--- config.mk ---
export PLATFORM = sky130hd
export DESIGN_NAME = booth_divider
export DESIGN_NICKNAME = d
export VERILOG_FILES = /design/src/rtl/booth_divider.sv
export SDC_FILE = /design/constraint.sdc
export NUM_CORES = 1
export LEC_CHECK = 0
export CAP_MARGIN = 25
export CORE_UTILIZATION = 55
export CTS_CLUSTER_SIZE = 20
export DETAILED_ROUTE_END_ITERATION = 8
export PLACE_DENSITY = 0.8
export SYNTH_ARGS = -nofsm -noshare
export SYNTH_HDL_FRONTEND = slang
export SYNTH_SLANG_ARGS = --single-unit
export TNS_END_PERCENT = 5
--- constraint.sdc ---
create_clock -name clk -period 3.6 [get_ports clk]
set_clock_uncertainty 0.2 [all_clocks]
set_input_delay 0.72 -clock clk [delete_from_list [all_inputs] [get_ports clk]]
set_output_delay 0.72 -clock clk [all_outputs]
set_load 0.005 [all_outputs]
--- src/rtl/booth_divider.sv ---
// Sequential signed divider: 2N-bit dividend / N-bit divisor, restoring division on magnitudes.
// Optional macro BOOTH_DIVIDER_DBZ_FAST_EN: a zero divisor skips the iterations and commits immediately.
module booth_divider #(
    parameter int N = 8
) (
    input  logic           clk,
    input  logic           rst_n,
    input  logic           start,
    input  logic [2*N-1:0] dividend,
    input  logic [N-1:0]   divisor,
    output logic [N-1:0]   quotient,
    output logic [N-1:0]   remainder,
    output logic           busy,
    output logic           done,
    output logic           ovf,
    output logic           dbz,
    output logic [1:0]     dbg_state_o
);
    localparam int CW = $clog2(2*N);
    localparam logic [2*N-1:0] LIM_POS = {{(N+1){1'b0}}, {(N-1){1'b1}}};
    localparam logic [2*N-1:0] LIM_NEG = {{N{1'b0}}, 1'b1, {(N-1){1'b0}}};

    typedef enum logic [1:0] {
        S_IDLE   = 2'd0,
        S_CALC   = 2'd1,
        S_COMMIT = 2'd2
    } state_t;

    state_t         state_q, state_d;
    logic           sign_q_q, sign_q_d, sign_r_q, sign_r_d, zdiv_q, zdiv_d;
    logic [2*N-1:0] work_q, work_d;
    logic [N:0]     dvs_q, dvs_d, prem_q, prem_d;
    logic [CW-1:0]  cnt_q, cnt_d;
    logic [N-1:0]   quo_q, quo_d, rem_q, rem_d;
    logic           done_q, done_d, ovf_q, ovf_d, dbz_q, dbz_d;

    logic [N+1:0]   shifted, trial;
    logic [2*N-1:0] dvd_mag;
    logic [N-1:0]   dvs_mag, q_sgn, r_sgn;
    logic           q_big;

    always_ff @(posedge clk or negedge rst_n) begin
        if (!rst_n) begin
            state_q  <= S_IDLE;
            sign_q_q <= 1'b0;
            sign_r_q <= 1'b0;
            zdiv_q   <= 1'b0;
            work_q   <= '0;
            dvs_q    <= '0;
            prem_q   <= '0;
            cnt_q    <= '0;
            quo_q    <= '0;
            rem_q    <= '0;
            done_q   <= 1'b0;
            ovf_q    <= 1'b0;
            dbz_q    <= 1'b0;
        end else begin
            state_q  <= state_d;
            sign_q_q <= sign_q_d;
            sign_r_q <= sign_r_d;
            zdiv_q   <= zdiv_d;
            work_q   <= work_d;
            dvs_q    <= dvs_d;
            prem_q   <= prem_d;
            cnt_q    <= cnt_d;
            quo_q    <= quo_d;
            rem_q    <= rem_d;
            done_q   <= done_d;
            ovf_q    <= ovf_d;
            dbz_q    <= dbz_d;
        end
    end

    always_comb begin
        state_d  = state_q;
        sign_q_d = sign_q_q;
        sign_r_d = sign_r_q;
        zdiv_d   = zdiv_q;
        work_d   = work_q;
        dvs_d    = dvs_q;
        prem_d   = prem_q;
        cnt_d    = cnt_q;
        quo_d    = quo_q;
        rem_d    = rem_q;
        done_d   = 1'b0;
        ovf_d    = ovf_q;
        dbz_d    = dbz_q;

        // Partial remainder stays below |divisor| <= 2^(N-1), so the shifted value never reaches 2^N
        // and the top bit of the trial difference is a clean borrow flag.
        shifted = {prem_q, work_q[2*N-1]};
        trial   = shifted - {1'b0, dvs_q};
        dvd_mag = dividend[2*N-1] ? -dividend : dividend;
        dvs_mag = divisor[N-1] ? -divisor : divisor;
        q_sgn   = sign_q_q ? -work_q[N-1:0] : work_q[N-1:0];
        r_sgn   = sign_r_q ? -prem_q[N-1:0] : prem_q[N-1:0];
        q_big   = sign_q_q ? (work_q > LIM_NEG) : (work_q > LIM_POS);

        case (state_q)
            S_IDLE: begin
                if (start) begin
                    sign_q_d = dividend[2*N-1] ^ divisor[N-1];
                    sign_r_d = dividend[2*N-1];
                    zdiv_d   = (divisor == '0);
                    work_d   = dvd_mag;
                    dvs_d    = {1'b0, dvs_mag};
                    prem_d   = '0;
                    cnt_d    = '0;
`ifdef BOOTH_DIVIDER_DBZ_FAST_EN
                    state_d  = (divisor == '0) ? S_COMMIT : S_CALC;
`else
                    state_d  = S_CALC;
`endif
                end
            end
            S_CALC: begin
                if (trial[N+1]) begin
                    prem_d = shifted[N:0];
                    work_d = {work_q[2*N-2:0], 1'b0};
                end else begin
                    prem_d = trial[N:0];
                    work_d = {work_q[2*N-2:0], 1'b1};
                end
                cnt_d = cnt_q + 1'b1;
                if (cnt_q == CW'(2*N-1)) begin
                    state_d = S_COMMIT;
                end
            end
            S_COMMIT: begin
                done_d  = 1'b1;
                state_d = S_IDLE;
                if (zdiv_q) begin
                    quo_d = '0;
                    rem_d = '0;
                    ovf_d = 1'b0;
                    dbz_d = 1'b1;
                end else begin
                    rem_d = r_sgn;
                    dbz_d = 1'b0;
                    ovf_d = q_big;
                    if (q_big) begin
                        quo_d = sign_q_q ? {1'b1, {(N-1){1'b0}}} : {1'b0, {(N-1){1'b1}}};
                    end else begin
                        quo_d = q_sgn;
                    end
                end
            end
            default: state_d = S_IDLE;
        endcase
    end

    assign quotient    = quo_q;
    assign remainder   = rem_q;
    assign busy        = (state_q != S_IDLE);
    assign done        = done_q;
    assign ovf         = ovf_q;
    assign dbz         = dbz_q;
    assign dbg_state_o = state_q;
endmodule

After elaboration in Yosys (flattened, before gate mapping). Index checks and enable logic that the tools add are counted.

Register bits after elaboration: 61. Output and inout bits: 22.

$add $sub $neg: 6. Order comparisons: 2. Equal/unequal tests: 5. Mux-type cells: 23. Bitwise logic cells: 1. Reduce and logical (&&, ||, !) cells: 7.

Operators with widths (number): $mux 8 (7); $mux 16 (2); $pmux 16 s2 (1); $neg 8->8 (3); $mux 9 (2); $pmux 9 s2 (1); $gt 16x7->1 const B (1); $gt 16x8->1 const B (1); $neg 16->16 (1); $sub 10x8->10 (1); $logic_not 8->1 (1); $pmux 4 s2 (1); $reduce_and 2->1 (3); $mux 1 (5); $add 4x1->4 const B (1); $eq 4x4->1 const B (1); $mux 2 (2); $mux 4 (1); $ne 2x2->1 const B (2); $pmux 2 s2 (1); $reduce_bool 2->1 (2); $eq 2x1->1 const B (1); $eq 2x2->1 const B (1); $logic_not 2->1 (1); $xor 1x1->1 (1).

Logic depth before layout (Yosys ltp).
Depth in word-level cells: 4. Mapped depth: 10.

Worst setup path after synthesis. Ideal clock, no wire load.

Path type: register to register. From: reg work_q[1]. To: reg quo_q[3], in the netlist quotient[3]. Setup time: 0.125 ns. Arrival time: 2.206 ns. Slack: 1.070 ns. Stages on the path, launching flop included: 10. Path buffers: 1. Cells stage by stage: dfrtp_1 > inv_1 > ha_1 > or3b_4 > o41a_1 > or2_1 > buf_6 > mux2_2 > o2111ai_1 > nand2_1.

Word-level cells in the longest chain between the ends: 4. Elaborated cells on any way between the ends: 7.

Ends and longest elaborated chain: start, declared (line 31) `logic [2*N-1:0] work_q, work_d;`; start signal, assigned (line 62) `work_q <= work_d;`; $gt 16x7->1, or another cell as far along (line 97) `q_big = sign_q_q ? (work_q > LIM_NEG) : (work_q > LIM_POS);`; $mux 1 or $mux 8 (tied branches) (line 97, 95); $mux 8 (*) (line 141) `if (q_big) begin`; $mux 8 (*) (line 132) `if (zdiv_q) begin`; end signal, assigned (line 66) `quo_q <= quo_d;`; end, declared (line 34) `logic [N-1:0] quo_q, quo_d, rem_q, rem_d;`.

Mark *: on every way between the ends. The rest lies on a longest branch, timed or not. A chain may end at the register's enable or synchronous reset.

Final worst setup path.
From: reg prem_q[2]. To: reg work_q[0].

Word-level cells in the longest chain between the ends: 3.

Ends and longest elaborated chain: start, declared (line 32) `logic [N:0] dvs_q, dvs_d, prem_q, prem_d;`; start signal, assigned (line 64) `prem_q <= prem_d;`; $sub 10x8->10 (line 92) `trial = shifted - {1'b0, dvs_q};`; $mux 1 (line 117) `if (trial[N+1]) begin`; $pmux 16 s2 (line 99) `case (state_q)`.

Every way passes these cells.

==> summary.md <==
| Metric | Value |
|---|---|
| Final core occ | `0.684` |
| Mean number of vias per cell | `5.86` |
| Die area | `6990 um^2` |
| CP Max Fanout | `11` |
| FF-to-FF End | `work_q[0]` |
| Synth Area in Compound Gates | `0.205` |
| F_max | `0.359 GHz` |
| EDFF count, synth | `0` |
| CTS tree | `done` |
| Htree depth | `3` |
| First-pass GRT wire length | `13900 um` |
| CP Class | `register to register` |
| Post-route ant nets | `0` |
| RSZ-0062 raised after global routing | `no` |
| Final hold viol count | `0` |
| Hold_ws | `22.7 ps` |
| Cells after DPL | `524` |
| P&R area growth vs syn | `19.2%` |
| R2R Setup Slk | `820 ps` |
| Reg2Reg Depth | `7` |
| Xor and xnor area share after synthesis | `0.0693` |
| Core region area | `6390 um^2` |
| Synth cell count leaders | `61 x dfrtp_1, 59 x nand2_1, 49 x o21ai_0, 24 x xor2_1, 23 x clkbuf_1` |
| Slew Limit Fails | `0` |
| CP endpoint kind | `register` |
| GRT met3 Usage | `0.0534` |
| TritonCTS Buffers | `9` |
| Vias in the first global route | `2950` |
| Vias | `3167` |
| Top cell type's share of synthesized area | `0.417` |
| Reg2Reg Launch Point | `prem_q[2]` |
| Diode count | `0` |
| Tmin final | `2780 ps` |
| Clock tree buffer depth | `2` |
| Met2 global-route usage | `0.398` |
| Post-CTS Hold Buffers | `0` |
| Final setup TNS | `0 ps` |
| Arrival @ worst endpoint | `2800 ps` |
| Post-CTS setup buffers | `0` |
| Worst Max-Slew Pin Slew | `754 ps` |
| Multi-input gate area | `1950 um^2` |
| Io pins | `49` |
| Worst-skew pair later-pin latency | `330 ps` |
| Hold Path Class | `input port to async pin` |
| Post-DP HPWL | `6080 um` |
| Antenna violations before repair | `0` |
| Die width | `83.6 um` |
| Placed Area | `4170 um^2` |
| Rows | `29` |
| Largest cells by area after synthesis | `dfrtp_1 42%, o21ai_0 6.7%, nand2_1 6.0%, xor2_1 5.7%, ha_1 4.4%` |
| # setup viols final | `0` |
| Synthesis Warnings | `0` |
| Final instance area | `4370 um^2` |
| Clk sinks | `61` |
| Status | `complete, no violations` |
| Register Area | `1530 um^2` |
| Syn Area/Cell | `8.74 um^2` |
| GR Layer Usage met1 | `0.334` |
| Largest net degree at the start of global routing | `33` |
| Post-route DRC | `0` |
| Post-Syn Nets | `460` |
| CP Launch Type | `register` |
| Mux share of post-synthesis cell area | `0.0171` |
| Most frequent cell after synthesis | `dfrtp_1` |
| Adder-Cell Fraction of Synth Area | `0.0499` |
| Post-Layout Cell Count | `540` |
| Initial Utilization | `0.574` |
| Root buffer cell | `clkbuf_8` |
| Post-route total power | `3.66 mW` |
| Seq cells post-synth | `61` |
| Clock transition at path regs | `70 ps` |
| Die Y | `83.6 um` |
| Final worst slack | `815 ps` |
| Final Wtd Congestion | `0.936` |
| Seq/Total Area, Yosys | `0.417` |
| CP Data Required Time | `3620 ps` |
| Primary FF master, synth | `dfrtp_1` |
| Synth Area in Simple Gates | `0.190` |
| Wire length per cell | `15.0 um` |
| Synth Cell Area | `3660 um^2` |
| Fraction of layout cells with a size suffix above 1 | `0.0670` |
| Cells after synthesis | `419` |
| DR iter-0 viols | `202` |
| Drt first pass iters | `4` |
| Post-synthesis async set-or-reset flop share | `1.00` |
| Yosys cell types | `52` |
| Routed WL | `8070 um` |
| Dpl ws | `579 ps` |
| Pwr dens | `838 nW/um^2` |
| Slew margin rel. | `0.498` |
| GRT Total Usage | `0.245` |
| Cts repair resizes | `0` |
| Final worst path period share | `0.774` |
| I/O Buffers | `48` |
| Leak | `1.92 nW` |
| Filler cells | `505` |
| Largest family of logic cells by synthesized area | `compound AO/OA/AOI/OAI gates` |
| Max cap viols | `0` |
| Fin nets | `499` |
| VDD IR max | `0.516 mV` |
| Gr ovfl total | `0` |
| GR peak layer | `met2` |
| Cell taking the most area after synthesis | `dfrtp_1` |
-- layout by cell type, fill, tap and decap left out, drive strengths merged, types with 2 or more instances in the layout --
cell,Yosys,layout
nand4,5,5
a22oi,13,13
ha,13,13
mux2,2,2
o211ai,7,7
a31oi,2,2
and3,3,3
clkinv,0,2
a21oi,10,10
nand2b,6,6
nor2b,4,4
a22o,2,2
xor2,24,24
and2,4,4
buf,3,7
a32oi,2,2
o41ai,3,3
dfrtp,61,61
inv,22,22
o31ai,6,6
nor4,5,5
or2,4,4
mux2i,4,4
a21boi,2,2
nand2,59,59
a32o,2,2
a211oi,3,3
nor2,21,21
xnor2,5,5
nor3,6,6
o2111ai,3,3
nand3,17,17
o21ai,49,49
clkbuf,23,12
a221o,3,3
clkdlybuf4s50,0,47
or3,8,8
-- kinds of logic (layout without fill, tap and decap cells) --
| kind of cell | after synthesis | after routing |
|---|---|---|
| multiplexers | 6 | 6 |
| buffers and inverters | 48 | 92 |
| AO/OA/AOI/OAI | 115 | 115 |
| AND/OR/NAND/NOR | 146 | 146 |
| XOR/XNOR | 29 | 29 |
| adder cells (fa/ha/maj) | 14 | 14 |
| flip-flops | 61 | 61 |
-- power by group --
group | internal, mW | switching [mW] | total (mW)
Clock | 0.337 | 0.253 | 0.589
Combinational | 0.859 | 0.923 | 1.78
Sequential | 0.974 | 0.316 | 1.29
Total | 2.17 | 1.49 | 3.66
-- registers in the layout, summed over array words and instances, names as in the netlist --
register	flops
cnt_q	4
sign_r_q	1
dbz	1
sign_q_q	1
work_q	16
ovf	1
zdiv_q	1
dbg_state_o	2
done	1
remainder	8
dvs_q	8
quotient	8
prem_q	9
-- worst max-delay path by stage --
| stage | start | end |
|---|---|---|
| 2_1_floorplan | work_q[1] | quotient[3] |
| 3_3_place_gp | dividend[4] | work_q[10] |
| 3_5_place_dp | dividend[4] | work_q[10] |
| 4_1_cts | prem_q[2] | work_q[0] |
| 5_1_grt | prem_q[2] | work_q[0] |
| 6_report | prem_q[2] | work_q[0] |
-- critical path: stages, from the launching register on --
cell and delay (ps):
dfrtp_1 450, ha_1 370, and3_1 200, a21oi_1 210, a31oi_1 140, or3_1 480, and2_1 320, a221o_1 310
-- layer usage --
layer | wire length (um) | up-vias
met5 | 0 | -
li1 | - | 1565
met2 | 3880 | 93
met1 | 3640 | 1501
met4 | 105 | 0
met3 | 444 | 8
-- final cells by class --
| class | count | area share |
|---|---|---|
| timing repair buffer | 54 | 0.119 |
| tap | 77 | 0.0221 |
| inverter | 22 | 0.0189 |
| clock inverter | 4 | 0.0109 |
| sequential | 61 | 0.350 |
| multi-input combinational | 310 | 0.446 |
| clock buffer | 12 | 0.0332 |
No activity file was read; power rests on OpenSTA's default activity.
